===== config.mk =====
export PLATFORM = sky130hd
export DESIGN_NAME = jtvigil_sndcmd
export DESIGN_NICKNAME = d
export VERILOG_FILES = /design/src/rtl/jtvigil_sndcmd.sv
export SDC_FILE = /design/constraint.sdc
export NUM_CORES = 1
export LEC_CHECK = 0
export ABC_AREA = 1
export BUFFER_PORTS_ARGS = -buffer_cell sky130_fd_sc_hd__buf_2
export CORE_AREA = 8 8 96 98
export CTS_BUF_LIST = sky130_fd_sc_hd__clkbuf_4 sky130_fd_sc_hd__clkbuf_8
export DETAILED_ROUTE_END_ITERATION = 6
export DIE_AREA = 0 0 104 106
export PLACE_DENSITY = 0.79
export SLEW_MARGIN = 20
export SYNTH_ARGS = -nofsm -noshare
export SYNTH_HDL_FRONTEND = slang
export SYNTH_SLANG_ARGS = --single-unit

===== constraint.sdc =====
create_clock -name clk -period 2.4 [get_ports clk]
set_input_delay 0.12 -clock clk [delete_from_list [all_inputs] [get_ports clk]]
set_output_delay 0.12 -clock clk [all_outputs]
set_load 0.03 [all_outputs]

===== src/rtl/jtvigil_sndcmd.sv =====
// Main-CPU side of the sound command link: queues command bytes in a small FIFO
// and hands them to the sound latch one at a time, waiting for the sound CPU's ack.
module jtvigil_sndcmd #(
  parameter int          AW      = 3,
  parameter logic [15:0] TIMEOUT = 16'd4096
) (
  input  logic       clk,
  input  logic       rst,
  input  logic       cen,
  input  logic       main_wr,
  input  logic [7:0] main_dout,
  input  logic       flush,
  input  logic       snd_ack,
  output logic [7:0] snd_latch,
  output logic       latch_wr,
  output logic       busy,
  output logic       full,
  output logic [7:0] status
);

  localparam int DEPTH = 1 << AW;

  typedef enum logic [1:0] {IDLE, SEND, WAIT} state_t;

  state_t        state;
  logic [7:0]    mem [DEPTH];
  logic [AW-1:0] rd_ptr, wr_ptr;
  logic [AW:0]   count;
  logic [15:0]   timer;
  logic [3:0]    level;
  logic          wr_l, ovf, tout;
  logic          push_edge, pop, push_ok;

  always_comb begin
    push_edge = main_wr & ~wr_l;
    pop       = (state == SEND);
    // count never exceeds DEPTH, so its MSB alone marks a full FIFO
    full      = count[AW];
    push_ok   = push_edge && (!full || pop);
    busy      = (count != '0) || (state != IDLE);
    status    = {ovf, tout, 2'b00, level};
  end

  if (AW >= 3) begin : g_lvl_wide
    assign level = count[3:0];
  end else begin : g_lvl_narrow
    assign level = {{(3 - AW){1'b0}}, count};
  end

  always_ff @(posedge clk) begin
    if (!rst && !flush && push_ok) mem[wr_ptr] <= main_dout;
  end

  always_ff @(posedge clk) begin
    if (rst) begin
      state     <= IDLE;
      rd_ptr    <= '0;
      wr_ptr    <= '0;
      count     <= '0;
      timer     <= '0;
      wr_l      <= 1'b0;
      ovf       <= 1'b0;
      tout      <= 1'b0;
      snd_latch <= '0;
      latch_wr  <= 1'b0;
    end else begin
      wr_l <= main_wr;
      if (flush) begin
        // abort everything in flight; snd_latch intentionally keeps its last byte
        state    <= IDLE;
        rd_ptr   <= '0;
        wr_ptr   <= '0;
        count    <= '0;
        timer    <= '0;
        ovf      <= 1'b0;
        tout     <= 1'b0;
        latch_wr <= 1'b0;
      end else begin
        latch_wr <= 1'b0;
        if (push_ok) wr_ptr <= wr_ptr + 1'b1;
        if (push_edge && !push_ok) ovf <= 1'b1;
        if (pop) rd_ptr <= rd_ptr + 1'b1;
        if (push_ok && !pop)      count <= count + 1'b1;
        else if (!push_ok && pop) count <= count - 1'b1;

        case (state)
          IDLE: begin
            if (count != '0) begin
              state     <= SEND;
              latch_wr  <= 1'b1;
              snd_latch <= mem[rd_ptr];
            end
          end
          SEND: begin
            timer <= '0;
            state <= WAIT;
          end
          WAIT: begin
            if (snd_ack) begin
              state <= IDLE;
            end else if (cen) begin
              if (timer == TIMEOUT - 16'd1) begin
                tout  <= 1'b1;
                state <= IDLE;
              end else begin
                timer <= timer + 16'd1;
              end
            end
          end
          default: state <= IDLE;
        endcase
      end
    end
  end

endmodule


==> out/metrics.yaml, run 1 <==
status: "finished, final reports clean"
tns_ps: 0
nFillCells: 618
num_rows: 33
arrival_ps: 2470
worstSetupPathDepth: 13
pwr-share-comb_pct: 8.8
regToRegEndpoint: "count[3]"
clk_latency_ps: 370
core-area_um2: 7850
p_leak_nw: 1.92
finClkSkew_ps: 10.1
rr_worst_depth: 13
startpoint_type: "register"
final.setup.worst_slack_ps: 233
most-common-layout-cells: "nor2_1 (91), edfxtp_1 (64), nand2_1 (62), o21ai_0 (43), dfxtp_1 (39)"
synth_area_um2: 4620
final_antenna_net_count: 0
drv_cap: 0
cts-root-buf: "clkbuf_8"
period_share_pct: 90.3
seqPwrFrac_pct: 57.3
pre_cts_ws_ps: 210
synth_seq_cells: 104
hp-start: "main_dout[6]"
grt_max_degree: 35
crit_start: "count[3]"
final_cell_count_no_fill: 637
fp.dieW_um: 104
max_slew_margin_pct: 64.7
grt_pass1_vias: 3323
numPortBuffers: 30
hold_viol_final: 0
tightest_slew_ps: 525
critPathCapture: "count[3]"
hpwl_um: 6750
worst_setup_path_end_kind: "register"
setup_violations: 0
synth.distinct_cells: 34
swShare_pct: 25.7
clk_pin_slew_worst_paths_ps: 110
path_max_fanout: 6
wirelength_um: 9920
clock-sinks: 104
htreeDepth: 3
power_frac_clock_pct: 33.9
drt_pass1_iterations: 5
wire_per_inst_um: 15.6
num_antenna_cells: 0
ys.warnings.count: 0
fin_nets: 548
syn_avg_cell_area_um2: 9.49
gp_congestion: 0.870
place_inst: 620
antenna_found_initial: 1
switchingPower_mw: 0.869
slowest_stage: "dfxtp_1"
critPathMostFrequentCell: "inv_1"
worst-path-buf-inv: 4
drive_gt1_share_pct: 16.0
synth-seq-area-share_pct: 58.9
cp_top_family: "compound AO/OA/AOI/OAI gates"
grt_pass1_wl_um: 16300
syn_to_final_growth_pct: 11.7
cts_buffer_depth: 2
io_pins: 33
cts_tree: "built"
hp-class: "input pin to register"
r2r_start: "count[3]"
grt_util_all_layers_pct: 18.3
fmax_ghz: 0.462
vias_per_cell: 5.58
grt.overflow.total: 0
path_cells: "inv_1 -> o21ai_4 -> inv_1 -> ha_1 -> inv_1 -> ha_1 -> nand2_1 -> inv_1 -> o21ai_0 -> nand3_1 -> nand2_1 -> nand2_1 -> a21oi_1"
drt_iter0_drc: 272
required_ps: 2710
synthCells: 487
final_common_cell: "nor2_1"
p_per_area_nw_per_um2: 655
period_minus_slack_ps: 2170
die_h_um: 106
multi_input_area_um2: 1640
cts_made_buffers: 9
vias: 3554
vdd_drop_max_mv: 0.339
regArea_um2: 2720
p_int_mw: 2.51
r2r_slack_ps: 230
rsz0062_at_grt: "no"
start_util_pct: 58.9
slowest_delay_ps: 440
maxSlewViolCount: 0
cts_setup_buffers: 0
drcViolationCount: 0
dieArea_um2: 11000
worstSetupPathType: "register to register"
-- layer usage --
layer	GRT usage [%]	up-vias	share of wire, %	routed length, µm
met2	28.0	132	46	4570
met3	3.69	23	6.8	674
li1	-	1733	-	-
met5	0	-	0.081	8
met1	24.2	1664	44	4400
met4	9.41	2	2.6	261
-- repair_timing --
item / in CTS / in global routing
endpoints found under the setup margin: 0 / 1
hold buffers: 1 / 0
endpoints found under the hold margin: 1 / 0
resized for setup: 0 / 2
-- stage by stage --
step,utilization (%),instance area (µm²),power (mW),hold slack [ps]
after detailed placement,62.9,4930,2.27,354
after global routing,65.8,5160,3.49,2.40
final,65.8,5160,3.38,12.3
after global placement,62.9,4930,2.26,340
after CTS,65.7,5150,3.38,4.12
after floorplan,-,4630,2.18,219
-- registers in the layout, indices dropped and copies added, names as in the netlist --
signal and cells:
ovf 1, timer 16, rd_ptr 3, count 4, wr_l 1, latch_wr 1
snd_latch 8, wr_ptr 3, state 2, mem 64, tout 1
-- power groups by stage --
stage / clock network [mW] / logic [mW] / registers [mW]
after floorplan: 0 / 0.169 / 2.01
after global placement: 0 / 0.286 / 1.98
after detailed placement: 0 / 0.292 / 1.98
after CTS: 1.15 / 0.295 / 1.94
after global routing: 1.21 / 0.331 / 1.94
final: 1.15 / 0.297 / 1.94
-- final cells by class --
cell class / instances / share of cell area, %
Timing Repair Buffer: 51 / 6.01
Clock inverter: 7 / 1.67
Tap cell: 105 / 2.54
Inverter: 37 / 2.79
Multi-Input combinational cell: 324 / 31.8
Sequential cell: 104 / 52.8
Clock buffer: 9 / 2.40
-- cell usage after synthesis (all sizes together) --
library cell / n / area (µm²)
a21o: 1 / 7.51
a21oi: 30 / 154
a31oi: 1 / 6.26
buf: 12 / 83.8
clkbuf: 11 / 41.3
clkinv: 2 / 12.5
conb: 1 / 3.75
dfxtp: 40 / 801
edfxtp: 64 / 1920
fa: 1 / 20.0
ha: 6 / 75.1
inv: 35 / 131
nand2: 70 / 308
nand3: 34 / 170
nand4: 6 / 37.5
nor2: 95 / 382
nor3: 6 / 30.0
nor4: 4 / 25.0
o211ai: 16 / 120
o21a: 1 / 7.51
o21ai: 44 / 224
xnor2: 2 / 17.5
xor2: 5 / 43.8
-- how the worst min path moves through the flow --
| stage | slack (ps) | to | cells past startpoint |
|---|---|---|---|
| 6_report | 10 | mem[0][6] | 1 |
| 4_1_cts | 4 | mem[0][6] | 1 |
| 3_5_place_dp | 350 | wr_l | 3 |
| 3_3_place_gp | 340 | wr_l | 3 |
| 2_1_floorplan | 220 | mem[0][0] | 0 |
| 5_1_grt | 2 | mem[1][6] | 1 |
-- cells by family after synthesis --
family | Yosys count | synth area share (%)
other | 1 | 0.0811
AND/OR/NAND/NOR | 215 | 20.6
AO/OA/AOI/OAI | 93 | 11.2
adder cells (fa/ha/maj) | 7 | 2.06
XOR/XNOR | 7 | 1.33
flip-flops | 104 | 58.9
buffers and inverters | 60 | 5.82
Note: power is estimated with default switching activity, not from simulation.
==> inputs of run 2 (changes only) <==
CORE_AREA = 8 8 114 116   (was 8 8 96 98)
DIE_AREA = 0 0 122 124   (was 0 0 104 106)
HOLD_SLACK_MARGIN = 0.06   (was unset)
PLACE_DENSITY = 0.57   (was 0.79)
==> out/metrics.yaml, run 2 (synthesis gave the netlist of run 1 again) <==
critPathMostFrequentCell: "inv_1"
regArea_um2: 2720
drt_iter0_drc: 311
worst_setup_path_end_kind: "register"
cts_setup_buffers: 0
rsz0062_at_grt: "no"
grt_pass1_wl_um: 16600
r2r_slack_ps: 260
regMostFlops: "mem"
clk_pin_slew_worst_paths_ps: 100
drcViolationCount: 0
most-common-layout-cells: "nor2_1 (91), edfxtp_1 (64), nand2_1 (62), o21ai_0 (43), dfxtp_1 (40)"
numPortBuffers: 30
period_share_pct: 89.1
seqPwrFrac_pct: 58.4
worstSetupPathType: "register to register"
num_antenna_cells: 0
min_to: "wr_ptr[0]"
final_cell_count_no_fill: 683
htreeDepth: 3
syn_to_final_growth_pct: 14.4
finClkSkew_ps: 12.1
timing.hold.ws_ps: 112
tns_ps: 0
p_int_mw: 2.44
vias_per_cell: 5.02
status: "finished, final reports clean"
startpoint_type: "register"
fin_nets: 556
hp-start: "flush"
top_regs: "mem: 64 flops, timer: 16 flops, snd_latch: 8 flops"
dieArea_um2: 15100
cts_buffer_depth: 2
fmax_ghz: 0.468
wire_per_inst_um: 15.1
grt_max_degree: 35
max_slew_margin_pct: 59.8
slowest_delay_ps: 380
path_cells: "inv_1 -> nand2_4 -> inv_1 -> o21ai_2 -> inv_1 -> ha_1 -> inv_1 -> ha_1 -> nand2_1 -> inv_1 -> o21ai_0 -> a21o_1 -> nand2_1 -> nand2_1 -> a21oi_1"
tightest_slew_ps: 602
vdd_drop_max_mv: 0.281
utilization_pct: 47.3
clock-sinks: 104
vias: 3426
drive_gt1_share_pct: 16.1
clk_latency_ps: 370
path_max_fanout: 4
r2r_start: "state[1]"
cts-root-buf: "clkbuf_8"
hold_viol_final: 0
slowest_stage: "dfxtp_1"
swShare_pct: 26.6
p_total_mw: 3.32
setup_violations: 0
p_leak_nw: 1.95
drv_cap: 0
hpwl_um: 6820
gp_congestion: 0.803
regToRegEndpoint: "count[3]"
antenna_found_initial: 0
fp.dieW_um: 122
p_per_area_nw_per_um2: 627
io_pins: 33
switchingPower_mw: 0.881
rr_worst_depth: 15
pwr-share-comb_pct: 9.3
die_h_um: 124
num_rows: 39
power_frac_clock_pct: 32.2
grt_pass1_vias: 3237
largest_register_ffs: 64
grt_util_all_layers_pct: 14.2
maxSlewViolCount: 0
final_antenna_net_count: 0
drt_pass1_iterations: 4
final_common_cell: "nor2_1"
arrival_ps: 2390
whs_path_depth: 4
nFillCells: 1050
period_minus_slack_ps: 2140
place_inst: 657
required_ps: 2660
grt.overflow.total: 0
hp-class: "input pin to register"
wirelength_um: 10300
start_util_pct: 41.4
core-area_um2: 11200
cts_made_buffers: 9
cts_tree: "built"
multi_input_area_um2: 1660
==> run 2: power by group through the flow <==
| stage | combinational (mW) | clock [mW] | sequential [mW] |
|---|---|---|---|
| 5_1_grt | 0.347 | 1.16 | 1.94 |
| 2_1_floorplan | 0.169 | 0 | 2.01 |
| 3_3_place_gp | 0.299 | 0 | 1.98 |
| 3_5_place_dp | 0.302 | 0 | 1.98 |
| 6_report | 0.310 | 1.07 | 1.94 |
| 4_1_cts | 0.316 | 1.10 | 1.94 |
==> run 2: timing repair <==
action,4_1_cts,5_1_grt
endpoints found under the hold margin,66,0
endpoints found under the setup margin,0,0
resized for setup,0,0
hold buffers,10,0
==> run 2: layer usage <==
metal / wire length, µm / GRT usage (%) / vias up
met3: 641 / 3.08 / 11
met4: 166 / 5.94 / 0
met1: 4710 / 18.5 / 1575
met2: 4770 / 22.7 / 92
li1: - / - / 1748
met5: 0 / 0 / -
==> run 2: cell type report <==
type	instances	area share [%]
clock inverter	6	1.14
clock buffer	10	2.48
multi-input combinational	324	31.4
sequential	104	51.5
timing repair buffer	59	7.43
tap	143	3.38
inverter	37	2.72
==> run 2: through the flow <==
stage	area [µm²]	setup WS (ps)
global placement	5000	374
CTS	5290	256
finish	5290	263
detailed placement	5000	276
global route	5290	31.1
floorplan	4630	195
==> run 2: worst max path at each step <==
stage                   from       end  slack (ps)  depth (start not counted)
global placement    state[1]  count[3]         370                         15
global route        state[1]  count[3]          30                         15
finish              state[1]  count[3]         260                         15
detailed placement  state[1]  count[3]         280                         15
floorplan           count[3]  count[3]         200                         13
CTS                 state[1]  count[3]         260                         15
==> run 2: critical path: cells and delay by family, from the launching register on <==
family,cells,cell delay (ps)
compound gates,4,530
buf+inv,5,420
flops,1,380
fa+ha+maj,2,480
simple gates,4,230
==> inputs of run 3 (changes only) <==
HOLD_SLACK_MARGIN = unset   (was 0.06)
clock period = 2.05 ns   (was 2.4 ns; I/O delays follow)
==> out/metrics.yaml, run 3 (synthesis gave the netlist of run 1 again) <==
pre_cts_ws_ps: 39.9
final_cell_count_no_fill: 686
gp_congestion: 0.820
nFillCells: 1053
drt_pass1_iterations: 4
path_max_fanout: 3
cts_tree: "built"
fin_nets: 559
start_util_pct: 41.4
htreeDepth: 3
grt.overflow.total: 0
tns_ps: 0
numPortBuffers: 30
status: "finished, final reports clean"
worst_setup_path_end_kind: "register"
vias_per_cell: 5.06
final_antenna_net_count: 0
drt_iter0_drc: 239
cp_top_family: "adder cells"
fp.dieW_um: 122
core-area_um2: 11200
p_leak_nw: 1.98
grt_pass1_vias: 3449
multi_input_area_um2: 1660
num_rows: 39
grtUsageMet2_pct: 25.1
critPathMostFrequentCell: "inv_1"
rsz0062_at_grt: "no"
cts_made_buffers: 9
largest_register_ffs: 64
finClkSkew_ps: 11.3
timing.hold.ws_ps: 26.8
drv_cap: 0
startpoint_type: "register"
cts-root-buf: "clkbuf_8"
slowest_stage: "dfxtp_1"
antenna_found_initial: 0
period_share_pct: 88.7
most-common-layout-cells: "nor2_1 (90), edfxtp_1 (64), nand2_1 (62), o21ai_0 (42), dfxtp_1 (39)"
design_area_um2: 5340
top_regs: "mem: 64 flops, timer: 16 flops, snd_latch: 8 flops"
final_common_cell: "nor2_1"
clk_pin_slew_worst_paths_ps: 100
drcViolationCount: 0
use_met3_pct: 3.31
place_inst: 662
dpl-instance-area_um2: 5030
clock-sinks: 104
grt_util_all_layers_pct: 14.9
fmax_ghz: 0.550
hold_viol_final: 0
setup_violations: 0
wire_per_inst_um: 15.5
hp-class: "input pin to register"
grt_max_degree: 35
io_pins: 33
required_ps: 2320
regMostFlops: "mem"
slowest_delay_ps: 340
path_cells: "inv_1 -> nand2_4 -> inv_1 -> o21ai_2 -> inv_1 -> ha_2 -> inv_2 -> ha_1 -> nand2_1 -> inv_1 -> o21ai_2 -> a21o_1 -> nand2_1 -> nand2_1 -> a21oi_1"
regArea_um2: 2720
wirelength_um: 10600
arrival_ps: 2090
cts_setup_buffers: 0
hpwl_um: 7120
vdd_drop_max_mv: 0.290
die_h_um: 124
worstSetupPathType: "register to register"
grt_pass1_wl_um: 17400
period_minus_slack_ps: 1820
vias: 3471
maxSlewViolCount: 0
syn_to_final_growth_pct: 15.4
grt.busiest_layer: "met2"
p_per_area_nw_per_um2: 760
grtUsageMet1_pct: 18.2
cts_buffer_depth: 2
final.setup.worst_slack_ps: 231
clk_latency_ps: 370
drive_gt1_share_pct: 17.7
num_antenna_cells: 0
worst-path-buf-inv: 5
dieArea_um2: 15100
## run 3: cell types whose count changed in the layout (fill, tap and decap cells not counted), moves of 2 or more
cell / delta
buf_4: +5
bufinv_16: +2
clkinv_2: +3
clkinv_4: -2
dlygate4sd3_1: -2
inv_8: -3
## run 3: worst paths after layout
path,slack [ps],end,cells after the start,startpoint
setup reg to reg,230,count[3],15,state[1]
hold reg to reg,470,tout,1,tout
setup / recovery,230,count[3],15,state[1]
hold / removal,30,mem[2][0],1,main_dout[0]
## run 3: final cells by class
type | count | share of cell area [%]
flip-flops and latches | 104 | 51.1
multi-input cells | 324 | 31.2
repair buffers | 62 | 7.69
well taps | 143 | 3.35
inverters | 37 | 2.70
clock buffers | 10 | 2.46
clock inverters | 6 | 1.57
## run 3: where the power goes
group          total, mW  switching, mW  leakage, nW  internal [mW]
clock               1.40          0.703        0.114          0.701
combinational      0.380          0.255        0.964          0.125
sequential          2.27         0.0235        0.900           2.25
total               4.05          0.982         1.98           3.07
## run 3: stage by stage
stage | total power, mW | utilization [%]
finish | 4.05 | 47.7
detailed placement | 2.69 | 45.0
CTS | 4.09 | 47.7
global placement | 2.68 | 45.0
floorplan | 2.55 | -
global route | 4.20 | 47.7
## run 3: what timing repair did
item                                    4_1_cts  5_1_grt
hold buffers                                  8        0
endpoints found under the hold margin        47        0
endpoints found under the setup margin        0        1
gates resized for setup                       0        5
## run 3: metal layers
metal / wire length [µm] / part of all wire, %
met5: 0 / 0
met4: 208 / 2.0
met3: 471 / 4.4
met2: 5170 / 49
met1: 4780 / 45
